## config.mk

```make
export PLATFORM = sky130hd
export DESIGN_NAME = exec_unit
export DESIGN_NICKNAME = d
export VERILOG_FILES = /design/src/rtl/exec_unit_pkg.sv /design/src/rtl/exec_csr_file.sv /design/src/rtl/exec_unit.sv
export SDC_FILE = /design/constraint.sdc
export NUM_CORES = 1
export LEC_CHECK = 0
export CAP_MARGIN = 20
export CORE_ASPECT_RATIO = 1.5
export CORE_MARGIN = 2
export CORE_UTILIZATION = 45
export DETAILED_ROUTE_END_ITERATION = 12
export GPL_TIMING_DRIVEN = 0
export PLACE_DENSITY = 0.71
export SLEW_MARGIN = 10
export SYNTH_ARGS = -nofsm -noshare
export SYNTH_HDL_FRONTEND = slang
export SYNTH_SLANG_ARGS = --single-unit
```

## constraint.sdc

```tcl
create_clock -name clk -period 2.2 [get_ports clk]
set_clock_uncertainty 0.15 [all_clocks]
set_input_delay 0.55 -clock clk [delete_from_list [all_inputs] [get_ports clk]]
set_output_delay 0.55 -clock clk [all_outputs]
set_load 0.1 [all_outputs]
```

## src/rtl/exec_unit_pkg.sv

```systemverilog
// Shared types and constants for the execution unit: ALU opcodes, CSR access
// kinds, CSR addresses and the table describing the plain read/write CSRs.
package exec_unit_pkg;

    typedef enum logic [4:0] {
        ALU_ADD  = 5'd0,
        ALU_SUB  = 5'd1,
        ALU_SLL  = 5'd2,
        ALU_SLT  = 5'd3,
        ALU_SLTU = 5'd4,
        ALU_XOR  = 5'd5,
        ALU_SRL  = 5'd6,
        ALU_SRA  = 5'd7,
        ALU_OR   = 5'd8,
        ALU_AND  = 5'd9,
        ALU_EQ   = 5'd10,
        ALU_NE   = 5'd11,
        ALU_LT   = 5'd12,
        ALU_GE   = 5'd13,
        ALU_LTU  = 5'd14,
        ALU_GEU  = 5'd15
    } alu_op_e;

    // csr_op[1:0] selects the access kind; csr_op[2] (immediate form) is resolved upstream
    localparam logic [1:0] CSR_OP_W = 2'b01;
    localparam logic [1:0] CSR_OP_S = 2'b10;
    localparam logic [1:0] CSR_OP_C = 2'b11;

    localparam logic [11:0] CSR_MSTATUS  = 12'h300;
    localparam logic [11:0] CSR_MISA     = 12'h301;
    localparam logic [11:0] CSR_MTVEC    = 12'h305;
    localparam logic [11:0] CSR_MSCRATCH = 12'h340;
    localparam logic [11:0] CSR_MEPC     = 12'h341;
    localparam logic [11:0] CSR_MCAUSE   = 12'h342;
    localparam logic [11:0] CSR_MTVAL    = 12'h343;
    localparam logic [11:0] CSR_MHARTID  = 12'hF14;
    localparam logic [11:0] CSR_MCYCLE   = 12'hB00;
    localparam logic [11:0] CSR_MCYCLEH  = 12'hB80;

    // Read/write CSRs: address and mask of implemented (writable) bits
    localparam int NUM_RW_CSR = 6;
    localparam logic [11:0] RW_CSR_ADDR [NUM_RW_CSR] = '{
        CSR_MSTATUS, CSR_MTVEC, CSR_MSCRATCH, CSR_MEPC, CSR_MCAUSE, CSR_MTVAL
    };
    localparam logic [31:0] RW_CSR_MASK [NUM_RW_CSR] = '{
        32'h0000_0088, 32'hFFFF_FFFC, 32'hFFFF_FFFF,
        32'hFFFF_FFFC, 32'hFFFF_FFFF, 32'hFFFF_FFFF
    };

endpackage

```

## src/rtl/exec_csr_file.sv

```systemverilog
// Machine-mode CSR storage with W/S/C access and sticky access-fault flag.
// Optional 64-bit mcycle/mcycleh counter when EXEC_UNIT_MCYCLE_EN is defined.
module exec_csr_file
    import exec_unit_pkg::*;
#(
    parameter logic [31:0] MISA_VALUE = 32'h4000_0100,
    parameter logic [31:0] HART_ID    = 32'h0
) (
    input  logic        clk,
    input  logic        reset,
    input  logic        csr_en,
    input  logic [2:0]  csr_op,
    input  logic [11:0] csr_addr,
    input  logic [31:0] csr_wdata,
    output logic [31:0] csr_rdata,
    output logic        csr_fault
);

    logic [31:0]           rw_reg [NUM_RW_CSR];
    logic [NUM_RW_CSR-1:0] rw_hit;
    logic [31:0]           old_value;
    logic [31:0]           wr_value;
    logic                  addr_valid;
    logic                  read_only;
    logic                  access_ok;
    logic                  wr_en;
    logic [31:0]           csr_rdata_reg;
    logic                  csr_fault_reg;
    logic                  csr_unused;

    assign csr_unused = csr_op[2];

`ifdef EXEC_UNIT_MCYCLE_EN
    logic [63:0] mcycle_reg;
`endif

    for (genvar gi = 0; gi < NUM_RW_CSR; gi++) begin : g_rw_csr
        assign rw_hit[gi] = (csr_addr == RW_CSR_ADDR[gi]);

        always_ff @(posedge clk or negedge reset) begin
            if (!reset) begin
                rw_reg[gi] <= '0;
            end else if (wr_en && rw_hit[gi]) begin
                rw_reg[gi] <= wr_value & RW_CSR_MASK[gi];
            end
        end
    end

    always_comb begin
        old_value  = '0;
        addr_valid = |rw_hit;
        read_only  = 1'b0;
        for (int i = 0; i < NUM_RW_CSR; i++) begin
            if (rw_hit[i]) old_value = rw_reg[i];
        end
        if (csr_addr == CSR_MISA) begin
            old_value  = MISA_VALUE;
            addr_valid = 1'b1;
            read_only  = 1'b1;
        end
        if (csr_addr == CSR_MHARTID) begin
            old_value  = HART_ID;
            addr_valid = 1'b1;
            read_only  = 1'b1;
        end
`ifdef EXEC_UNIT_MCYCLE_EN
        if (csr_addr == CSR_MCYCLE) begin
            old_value  = mcycle_reg[31:0];
            addr_valid = 1'b1;
        end
        if (csr_addr == CSR_MCYCLEH) begin
            old_value  = mcycle_reg[63:32];
            addr_valid = 1'b1;
        end
`endif
    end

    always_comb begin
        wr_value = old_value;
        case (csr_op[1:0])
            CSR_OP_W: wr_value = csr_wdata;
            CSR_OP_S: wr_value = old_value | csr_wdata;
            CSR_OP_C: wr_value = old_value & ~csr_wdata;
            default:  wr_value = old_value;
        endcase
    end

    // Read-only CSRs accept S/C only as a pure read (zero operand)
    assign access_ok = (csr_op[1:0] != 2'b00) && addr_valid &&
                       !(read_only && ((csr_op[1:0] == CSR_OP_W) || (csr_wdata != '0)));
    assign wr_en     = csr_en && access_ok && !read_only;

    always_ff @(posedge clk or negedge reset) begin
        if (!reset) begin
            csr_rdata_reg <= '0;
            csr_fault_reg <= 1'b0;
        end else if (csr_en) begin
            if (access_ok) begin
                csr_rdata_reg <= old_value;
            end else begin
                csr_rdata_reg <= '0;
                csr_fault_reg <= 1'b1;
            end
        end
    end

`ifdef EXEC_UNIT_MCYCLE_EN
    // A write to either half takes priority over that cycle's increment
    always_ff @(posedge clk or negedge reset) begin
        if (!reset) begin
            mcycle_reg <= '0;
        end else if (wr_en && (csr_addr == CSR_MCYCLE)) begin
            mcycle_reg <= {mcycle_reg[63:32], wr_value};
        end else if (wr_en && (csr_addr == CSR_MCYCLEH)) begin
            mcycle_reg <= {wr_value, mcycle_reg[31:0]};
        end else begin
            mcycle_reg <= mcycle_reg + 64'd1;
        end
    end
`endif

    assign csr_rdata = csr_rdata_reg;
    assign csr_fault = csr_fault_reg;

endmodule

```

## src/rtl/exec_unit.sv

```systemverilog
// Execution unit: registered PC adders, single-cycle ALU with branch compares,
// and the CSR file. Optional mcycle counter enabled by EXEC_UNIT_MCYCLE_EN.
module exec_unit
    import exec_unit_pkg::*;
#(
    parameter logic [31:0] MISA_VALUE = 32'h4000_0100,
    parameter logic [31:0] HART_ID    = 32'h0
) (
    input  logic        clk,
    input  logic        reset,
    input  logic        adder_en,
    input  logic [31:0] pc,
    input  logic [31:0] imm,
    output logic [31:0] next_pc,
    output logic [31:0] offset_pc,
    input  logic        alu_en,
    input  logic [4:0]  alu_op,
    input  logic [31:0] alu_a,
    input  logic [31:0] alu_b,
    output logic [31:0] alu_out,
    input  logic        csr_en,
    input  logic [2:0]  csr_op,
    input  logic [11:0] csr_addr,
    input  logic [31:0] csr_wdata,
    output logic [31:0] csr_rdata,
    output logic        alu_fault,
    output logic        csr_fault,
    output logic        fault
);

    logic [31:0] next_pc_reg;
    logic [31:0] offset_pc_reg;
    logic [31:0] alu_out_reg;
    logic        alu_fault_reg;
    logic [31:0] alu_next;
    logic        alu_illegal;
    logic [4:0]  shamt;
    logic        lt_s;
    logic        lt_u;

    assign shamt = alu_b[4:0];
    assign lt_s  = $signed(alu_a) < $signed(alu_b);
    assign lt_u  = alu_a < alu_b;

    always_comb begin
        alu_next    = '0;
        alu_illegal = 1'b0;
        case (alu_op)
            ALU_ADD:  alu_next = alu_a + alu_b;
            ALU_SUB:  alu_next = alu_a - alu_b;
            ALU_SLL:  alu_next = alu_a << shamt;
            ALU_SLT:  alu_next = {31'b0, lt_s};
            ALU_SLTU: alu_next = {31'b0, lt_u};
            ALU_XOR:  alu_next = alu_a ^ alu_b;
            ALU_SRL:  alu_next = alu_a >> shamt;
            ALU_SRA:  alu_next = $unsigned($signed(alu_a) >>> shamt);
            ALU_OR:   alu_next = alu_a | alu_b;
            ALU_AND:  alu_next = alu_a & alu_b;
            ALU_EQ:   alu_next = {31'b0, alu_a == alu_b};
            ALU_NE:   alu_next = {31'b0, alu_a != alu_b};
            ALU_LT:   alu_next = {31'b0, lt_s};
            ALU_GE:   alu_next = {31'b0, !lt_s};
            ALU_LTU:  alu_next = {31'b0, lt_u};
            ALU_GEU:  alu_next = {31'b0, !lt_u};
            default:  alu_illegal = 1'b1;
        endcase
    end

    always_ff @(posedge clk or negedge reset) begin
        if (!reset) begin
            next_pc_reg   <= '0;
            offset_pc_reg <= '0;
        end else if (adder_en) begin
            next_pc_reg   <= pc + 32'd4;
            offset_pc_reg <= pc + imm;
        end
    end

    always_ff @(posedge clk or negedge reset) begin
        if (!reset) begin
            alu_out_reg   <= '0;
            alu_fault_reg <= 1'b0;
        end else if (alu_en) begin
            alu_out_reg <= alu_next;
            if (alu_illegal) alu_fault_reg <= 1'b1;
        end
    end

    exec_csr_file #(
        .MISA_VALUE (MISA_VALUE),
        .HART_ID    (HART_ID)
    ) u_csr (
        .clk       (clk),
        .reset     (reset),
        .csr_en    (csr_en),
        .csr_op    (csr_op),
        .csr_addr  (csr_addr),
        .csr_wdata (csr_wdata),
        .csr_rdata (csr_rdata),
        .csr_fault (csr_fault)
    );

    assign next_pc   = next_pc_reg;
    assign offset_pc = offset_pc_reg;
    assign alu_out   = alu_out_reg;
    assign alu_fault = alu_fault_reg;
    assign fault     = alu_fault_reg | csr_fault;

endmodule

```

Word-level counts from Yosys, hierarchy flattened
Cells that the tools add are included.
Widths: inputs -> output; s select.
{"block": "totals", "out_inout_bits": 131, "input_bits": 185, "reg_bits": 288}
{"block": "classes", "addsub": 4, "magnitude_cmp": 2, "n_shift": 3, "mux": 15, "reduce_logical": 25, "n_bitwise": 9, "eq_ne": 28}
{"operator": "$pmux 32 s14", "count": 1}
{"operator": "$mux 32", "count": 8}
{"operator": "$pmux 32 s3", "count": 1}
{"operator": "$eq 12x10->1 const B", "count": 7}
{"operator": "$add 32x32->32", "count": 2}
{"operator": "$and 32x32->32", "count": 2}
{"operator": "$lt 32x32->1", "count": 2}
{"operator": "$or 32x32->32", "count": 2}
{"operator": "$eq 5x4->1 const B", "count": 8}
{"operator": "$add 32x3->32 const B", "count": 1}
{"operator": "$eq 32x32->1", "count": 1}
{"operator": "$ne 32x32->1", "count": 1}
{"operator": "$not 32->32", "count": 1}
{"operator": "$reduce_bool 32->1", "count": 1}
{"operator": "$shl 32x5->32", "count": 1}
{"operator": "$shr 32x5->32", "count": 1}
{"operator": "$sshr 32x5->32", "count": 1}
{"operator": "$sub 32x32->32", "count": 1}
{"operator": "$xor 32x32->32", "count": 1}
{"operator": "$eq 5x3->1 const B", "count": 4}
{"operator": "$reduce_or 16->1", "count": 1}
{"operator": "$eq 12x12->1 const B", "count": 1}
{"operator": "$logic_and 1x1->1", "count": 11}
{"operator": "$eq 5x2->1 const B", "count": 2}
{"operator": "other kinds (14)", "count": 24}

Depth between registers and ports, before layout
Gate-level depths: netlist of run 1.
{"block": "logic_depth", "word_depth": 11, "depth_mapped": 16, "ltp_nobuf": 12}

Modules after synthesis
From an unflattened synthesis of run 1, not the netlist that was laid out.
{"block": "hier_totals", "cells_unflattened": 2884, "hier_area_um2": 23771.5}
{"mod": "exec_unit", "n_inst": 1, "seq_area_each_um2": 2427.3, "area_per_inst_um2": 14452.6, "cells_per_inst": 1925}
{"mod": "exec_csr_file", "n_inst": 1, "seq_area_each_um2": 4779.6, "area_per_inst_um2": 9318.9, "cells_per_inst": 959}

Worst setup path before layout of run 1
No wires, ideal clock.
{"block": "synth_path", "path_kind": "input port to flip-flop", "startpoint": "input port alu_b[2]", "endpoint": "register alu_out_reg[30] (netlist: alu_out[30])", "path_stages": 16, "n_path_buf": 5, "setup_slack_ns": -1.728, "arrival_time_ns": 3.702, "path_cell_list": "buf_2 inv_1 buf_2 buf_2 buf_2 ha_1 buf_2 nor2_2 o311a_1 o211a_1 a311oi_2 o311a_1 o21ai_1 a21oi_1 or4_1 o21ai_1"}
{"block": "synth_via", "elab_chain_len": 2}
{"item": "start: declaration", "line": "exec_unit.sv:19", "rtl": "input logic [31:0] alu_b,"}
{"item": "$sub 32x32->32 (tied with other cells)", "line": "exec_unit.sv:50", "rtl": "ALU_SUB: alu_next = alu_a - alu_b;"}
{"item": "$pmux 32 s14 (*)", "line": "exec_unit.sv:48", "rtl": "case (alu_op)"}
{"item": "end signal: assignment", "line": "exec_unit.sv:84", "rtl": "alu_out_reg <= alu_next;"}
{"item": "end: declaration", "line": "exec_unit.sv:33", "rtl": "logic [31:0] alu_out_reg;"}
Mark *: on every way between the ends. The rest lies on a longest branch, timed or not.
A chain may end at the register's enable or synchronous reset.

Worst setup path in the final report of run 1
{"block": "layout_path", "startpoint": "input port alu_b[2]", "endpoint": "register alu_out_reg[7] (netlist: alu_out[7])"}
Same word-level chain as after synthesis.

==> results of run 1 <==
[power by group through the flow]
stage,logic [mW],registers [mW],clock network [mW]
after floorplan,2.62,7.62,0
after global placement,6.74,5.82,0
after detailed placement,6.79,5.82,0
after CTS,7.70,5.72,5.09
after global routing,8.62,5.74,5.28
final,8.39,5.73,5.08
[layout by cell type (no fill, tap or decap), types with 35 or more instances in the layout]
cell and count:
o21ai_2 121, buf_4 196, ha_4 41, ha_1 95, clkbuf_16 36, xnor2_1 58, clkdlybuf4s18_2 39, o21ai_1 97
nand3_1 42, clkdlybuf4s50_1 42, inv_1 96, a21oi_2 46, dlygate4sd2_1 35, dfrtp_1 288, a21oi_1 152, mux2_2 39
clkbuf_2 43, mux4_2 39, buf_2 125, buf_6 89, o21ai_0 70, buf_12 41, nand2_1 328, mux2i_1 44
nor2_1 208, o211ai_1 37
[area by class of cell]
cell class	instances	area, um2
Multi-Input combinational cell	2221	18970
Fill cell	3961	16300
Clock buffer	42	854.6
Timing Repair Buffer	583	5239
Inverter	118	485.5
Antenna cell	10	25.02
Clock inverter	8	83.83
Buffer	180	1677
Tap cell	676	845.8
Sequential cell	288	7207
[logic make-up after synthesis]
kind of cell,Yosys count
compound gates,942
xor+xnor,97
fa+ha+maj,144
buf+inv,312
flops,288
mux,175
simple gates,862
[worst max path at each step]
stage | cells after the start | endpoint | slack, ns | from
global route | 19 | alu_out[16] | -1.02 | alu_b[2]
detailed placement | 14 | alu_out[27] | -3.15 | alu_b[4]
CTS | 18 | alu_out[28] | -0.90 | alu_b[2]
floorplan | 16 | alu_out[28] | -1.29 | alu_b[2]
global placement | 1 | alu_out[27] | -11.90 | reset
finish | 20 | alu_out[7] | -0.99 | alu_b[2]
[routing by layer]
layer	track usage, %	part of all wire (%)	vias to the layer above
li1	-	-	11530
met1	45.71	31	13520
met2	73.05	46	2129
met3	10.01	9.5	886
met4	48.37	14	0
met5	0	0	-
[what timing repair did]
action	CTS	global route
buffers inserted	188	97
endpoints found under the setup margin	393	298
gates cloned	6	4
gates resized for setup	1571	407
pin swaps	234	214
hold endpoints to repair	69	0
hold buffers	1	0
==> out/qor.csv, run 1 <==
stage,metric,value,unit
logic_synthesis,Seq cells post-synth,288,
pwr,Combinational Power Share,43.7,%
logic_synthesis,Mapped Area,0.02359,mm2
logic_synthesis,post-synthesis sequential area ratio,30.56,%
logic_synthesis,"Distinct cells, synth",103,
global_routing,first-pass GRT wire length,180900,um
layout,P&R area growth vs syn,50.05,%
placed_design,Placed Area,0.02852,mm2
placed_design,DP HPWL,89580,um
logic_synthesis,Area contributors post-synth,"dfrtp_1, ha_1, o21ai_0",
worst_setup_path,critical-path maximum fanout,5,
worst_setup_path,Worst R2R Path Depth,7,
cts,H-Tree Depth,1,
pwr,PwrDens,542.6,mW/mm2
worst_setup_path,CP startpoint kind,primary input,
layout,Final Util,68.47,%
logic_synthesis,Post-synth EDFFs,0,
logic_synthesis,dominant cell type by area after synthesis,dfrtp_1,
layout,Finished Cell Area,0.03539,mm2
logic_synthesis,post-synthesis compound-gate area fraction,25.92,%
pwr,Flop pwr share,29.8,%
min_path,Hold Path End,next_pc[1],
logic_synthesis,area share of the largest cell type after synthesis,30.56,%
pwr,internal power,11.10,mW
placed_design,dpl ws,-3.152,ns
floorplan,Starting Density,45.63,%
timing,setup ws final,-0.9910,ns
min_path,Hold Path Stages,2,
pwr,Pleak,14.93,nW
timing,period utilization,145.0,%
routing,Avg WL per Cell,31.47,um
run,max-cap violation count,0,
min_path,HP Start,pc[1],
logic_synthesis,most frequent cell after synthesis,nand2_1,
routing,vias per cell,6.801,
logic_synthesis,syn_nets,3149,
routing,final routed DRC violation total,0,
routing,TritonRoute pass-1 iters,10,
worst_setup_path,slowest CP cell,a211oi_2,
worst_setup_path,Max stage delay on crit path,0.41,ns
logic_synthesis,Yosys warning count,0,
worst_setup_path,R2R setup slack,0.21,ns
logic_synthesis,Post-Synth Simple-Gate Area,16.54,%
worst_setup_path,CP Buf/Inv Count,10,
placed_design,gpl congestion,1.113,
routing,DRT antenna net count,0,
timing,Final Setup Violations,221,
timing,fmax,0.3134,GHz
global_routing,largest net degree at the start of global routing,112,
pwr,Clk network pwr share,26.5,%
pwr,maximum VDD drop,0.7002,mV
floorplan,Cell Rows,102,
worst_setup_path,Critical R2R Capture,u_csr.rw_reg[72],
worst_setup_path,Worst path most repeated cell,buf_12,
logic_synthesis,Post-synth top flop,dfrtp_1,
layout,Total Nets Final,3749,
worst_setup_path,Reg2Reg Launch Point,u_csr.rw_reg[136],
global_routing,initial antenna violation count,12,
worst_setup_path,CP Class,primary input to register,
logic_synthesis,Commonest cells post-synth,"nand2_1, dfrtp_1, o21ai_0, nor2_1, a21oi_1",
routing,via count,28060,
worst_setup_path,Worst setup EP type,register,
routing,starting DRC count in detailed routing,3324,
pwr,switch share,42.18,%
routing,routed wire length,129900,um
logic_synthesis,"Avg Cell Area, Syn",8.364,um2
timing,slew margin rel.,19.21,%
min_path,worst hold path class,primary input to register,
cts,clk sink count,288,
logic_synthesis,adder-cell share of the synthesized area,7.734,%
cts,CTS tree,done,
cts,worst-case clock buffer depth,3,
worst_setup_path,critical path required time,2.46,ns
floorplan,die span in y,284.4,um
worst_setup_path,"Data arrival, critical path",3.45,ns
layout,final non-filler cell total,4126,
cts,Clock Root Buffer,clkbuf_16,
floorplan,chip width,190.9,um
logic_synthesis,cells after synthesis,2820,
placed_design,Placed Instances,3807,
layout,share of layout cells above drive strength 1,40.29,%
placed_design,port bufs,309,
global_routing,total track usage,45.10,%
timing,worst-margin pin slew,1.207,ns
global_routing,grt ovf,0,
cts,Inserted Clock Buffers,28,
logic_synthesis,main combinational cell family by area after synthesis,compound AO/OA/AOI/OAI gates,
timing,Setup TNS Final,-53.50,ns
logic_synthesis,mux cell area share after synthesis,10.03,%
timing,final hold vios,0,
floorplan,io pins,316,
cts,worst-skew pair later-pin latency,0.59,ns
timing,hold_ws,0.1430,ns
outcome,violated checks,negative setup slack,
timing,Final Max Tran Viols,0,
pwr,PnR Total Power,19.20,mW
cts,clock-pin slew on the worst setup and hold paths,0.07,ns
worst_setup_path,kind of cell adding the most delay to the critical path,buffers and inverters,
layout,max reg flops,158,
logic_synthesis,xor/xnor share of the synthesized area,3.602,%
floorplan,Placeable Area,0.05169,mm2
worst_setup_path,critical path cell sequence,buf_8 > buf_12 > inv_8 > buf_12 > buf_12 > buf_12 > ha_4 > buf_6 > buf_4 > nor3_4 > o31ai_4 > buf_4 > buf_6 > a21oi_1 > nor2_1 > o21bai_1 > a21oi_2 > xnor2_2 > a211oi_2 > a21oi_2,
timing,post-layout minimum cycle time,3.191,ns
global_routing,vias in the first global route,27640,
outcome,status,"finished, violations left",
timing,setup repair after global routing missed its margin,yes,
pwr,switching power,8.100,mW
floorplan,die area,0.05430,mm2
logic_synthesis,"Async S/R FF share, synth",100.0,%
(Power assumes the default switching activity.)
==> run 2, diff against run 1 <==
--- a/config.mk
+++ b/config.mk
@@ -6,7 +6,7 @@
 export NUM_CORES = 1
 export LEC_CHECK = 0
 export CAP_MARGIN = 20
-export CORE_ASPECT_RATIO = 1.5
+export CORE_ASPECT_RATIO = 1.25
 export CORE_MARGIN = 2
 export CORE_UTILIZATION = 45
 export DETAILED_ROUTE_END_ITERATION = 12
==> constraint.sdc (replaced) <==
create_clock -name clk -period 4.1 [get_ports clk]
set_clock_uncertainty 0.15 [all_clocks]
set_input_delay 1.025 -clock clk [delete_from_list [all_inputs] [get_ports clk]]
set_output_delay 1.025 -clock clk [all_outputs]
set_load 0.1 [all_outputs]
==> run 2 against run 1 <==
Net effect:
- the run still ends with negative setup slack left
- sequential share of layout area up 4.1 points
- total power down 50%
- non-clock buffer count down 241
- clock power down 45%
- via count down 8.8%
- combinational power down 55%
- final cell count down 6.3%
- clock-buffer cell count down 1
- register-to-register slack better by 1.7 ns
- worst setup slack better by 0.94 ns
- utilization down 12 points
- die area about the same
- critical endpoint is now alu_out[20]
- largest cell class unchanged
- highest routed layer is now met5
==> out/qor.csv, run 2 (synthesis results as in run 1) <==
stage,metric,value,unit,change
outcome,status,"finished, violations left",,
outcome,violated checks,negative setup slack,,
cts,H-Tree Depth,1,,unchanged
routing,Avg WL per Cell,29.54,um,-6.1%
placed_design,Placed Area,0.02760,mm2,-3.2%
pwr,Flop pwr share,31.7,%,+1.9 points
floorplan,chip width,208.8,um,+9.3%
placed_design,port bufs,309,,unchanged
cts,worst-skew pair later-pin latency,0.57,ns,-0.02 ns
timing,Final Max Tran Viols,0,,unchanged
global_routing,vias in the first global route,25680,,-7.1%
worst_setup_path,critical-path maximum fanout,10,,+5
layout,Final Util,56.91,%,-12 points
min_path,worst hold path class,primary input to asynchronous set/reset pin,,
pwr,Clk network pwr share,29.0,%,+2.5 points
timing,post-layout minimum cycle time,4.154,ns,
pwr,Combinational Power Share,39.3,%,-4.4 points
cts,clock-pin slew on the worst setup and hold paths,0.07,ns,about the same
worst_setup_path,CP startpoint kind,primary input,,
timing,setup ws final,-0.05365,ns,+0.9373 ns
cts,clk sink count,288,,unchanged
pwr,Pleak,12.35,nW,-17%
floorplan,Starting Density,45.65,%,about the same
layout,share of layout cells above drive strength 1,11.57,%,-29 points
floorplan,die area,0.05427,mm2,about the same
global_routing,first-pass GRT wire length,166600,um,-7.9%
worst_setup_path,Worst setup EP type,register,,
worst_setup_path,CP Class,primary input to register,,
cts,Inserted Clock Buffers,29,,+3.6%
cts,worst-case clock buffer depth,3,,unchanged
worst_setup_path,"Data arrival, critical path",4.49,ns,+1.04 ns
layout,max reg flops,158,,unchanged
floorplan,die span in y,260.0,um,-8.6%
pwr,maximum VDD drop,0.2754,mV,-61%
placed_design,DP HPWL,88980,um,-0.67%
run,max-cap violation count,0,,unchanged
routing,met2 WL post-DR,54340,um,-9.1%
global_routing,initial antenna violation count,4,,-8
layout,"commonest non-fill, non-tap cell in the layout",nand2_1,,
timing,slew margin rel.,24.20,%,+5.0 points
timing,worst-margin pin slew,1.137,ns,-0.07042 ns
cts,CTS tree,done,,
placed_design,gpl congestion,1.044,,-6.2%
timing,Final Setup Violations,4,,-98%
routing,starting DRC count in detailed routing,2947,,-11%
routing,routed wire length,114200,um,-12%
routing,WL met1,38210,um,-4.7%
layout,P&R area growth vs syn,24.67,%,
pwr,switch share,40.50,%,-1.7 points
timing,period utilization,101.3,%,
floorplan,io pins,316,,unchanged
global_routing,grt ovf,0,,unchanged
floorplan,Placeable Area,0.05166,mm2,about the same
timing,Setup TNS Final,-0.1522,ns,+53.35 ns
routing,via count,25590,,-8.8%
timing,fmax,0.2408,GHz,
routing,final routed DRC violation total,0,,unchanged
routing,Max Used Layer,met5,,
layout,most frequent cells in the layout,"nand2_1, dfrtp_1, clkdlybuf4s50_1",,
timing,final hold vios,0,,unchanged
global_routing,largest net degree at the start of global routing,102,,-8.9%
cts,Clock Root Buffer,clkbuf_16,,
pwr,PnR Total Power,9.674,mW,-50%
routing,DRT antenna net count,0,,unchanged
layout,Total Nets Final,3508,,-6.4%
pwr,internal power,5.756,mW,-48%
pwr,switching power,3.918,mW,-52%
floorplan,Cell Rows,93,,-8.8%
layout,Finished Cell Area,0.02940,mm2,-17%
worst_setup_path,critical path required time,4.44,ns,+1.98 ns
routing,Met3 Wirelength,9021,um,-27%
pwr,PwrDens,329.0,mW/mm2,-39%
global_routing,total track usage,41.11,%,-4.0 points
routing,vias per cell,6.620,,-2.7%
routing,TritonRoute pass-1 iters,6,,-4
-- run 2: cell types whose count changed in the layout (fill, tap and decap cells not counted), sizes merged, moves of 7 or more --
| cell | delta |
|---|---|
| buf | -382 |
| clkdlybuf4s50 | +233 |
| clkdlybuf4s18 | -39 |
| clkdlybuf4s15 | -35 |
| dlygate4sd2 | -23 |
| diode | -7 |
-- run 2: timing repair --
| action | 4_1_cts | 5_1_grt |
|---|---|---|
| buffers inserted | 10 | 7 |
| hold buffers | 0 | 0 |
| endpoints found under the setup margin | 32 | 35 |
| pin swaps | 8 | 14 |
| resized for setup | 142 | 84 |
-- run 2: power by group through the flow --
| stage | clock, mW | combinational (mW) | sequential, mW |
|---|---|---|---|
| after floorplan | 0 | 1.34 | 4.09 |
| after global placement | 0 | 3.55 | 3.12 |
| after detailed placement | 0 | 3.58 | 3.12 |
| after CTS | 2.82 | 3.68 | 3.07 |
| after global routing | 2.92 | 3.94 | 3.08 |
| final | 2.80 | 3.80 | 3.07 |
-- run 2: path summary, 6_finish.rpt --
kind | depth (start not counted) | start | to | slack (ns)
setup / recovery | 10 | alu_a[31] | alu_out[20] | -0.05
hold reg to reg | 2 | u_csr.rw_reg[113] | u_csr.rw_reg[113] | 0.33
min in group clk | 2 | u_csr.rw_reg[113] | u_csr.rw_reg[113] | 0.33
setup reg to reg | 7 | u_csr.rw_reg[112] | u_csr.rw_reg[80] | 1.86
hold / removal | 1 | reset | next_pc[3] | 0.33
max in group asynchronous | 3 | reset | alu_out[22] | 1.95
-- run 2: area by class of cell --
class                      count  area [um2]
tap                          665       832.0
clock buffer                  41       850.8
multi-input combinational   2220       15600
fill                        4716       22260
timing repair buffer         331        3313
clock inverter                 9       131.4
sequential                   288        7207
buffer                       191        1010
antenna                        3       7.507
inverter                     118       450.4
-- run 2: metrics by stage --
stage | setup slack [ns] | instances | hold WS [ns]
after floorplan | 0.01834 | 2820 | 0.2918
after global placement | -10.36 | 3794 | 0.3040
after detailed placement | -2.241 | 3798 | 0.3136
after CTS | 0.002316 | 3857 | 0.3274
after global routing | -0.009132 | 3865 | 0.3436
final | -0.05365 | 3866 | 0.3297
-- run 2: critical path, cell delays in order --
cell and delay (ns):
clkdlybuf4s50_1 0.64, clkbuf_1 0.46, nand2_1 0.41, o21ai_1 0.55, o221ai_1 0.22, o21ai_0 0.16
nor2_1 0.06, a21oi_1 0.71, nor4_4 0.12, nor2_1 0.14
-- run 2: layer usage --
layer | up-vias | GRT usage (%)
met5 | - | 0
met3 | 595 | 6.569
met1 | 12310 | 43.22
met4 | 2 | 38.39
met2 | 1653 | 70.62
li1 | 11030 | -
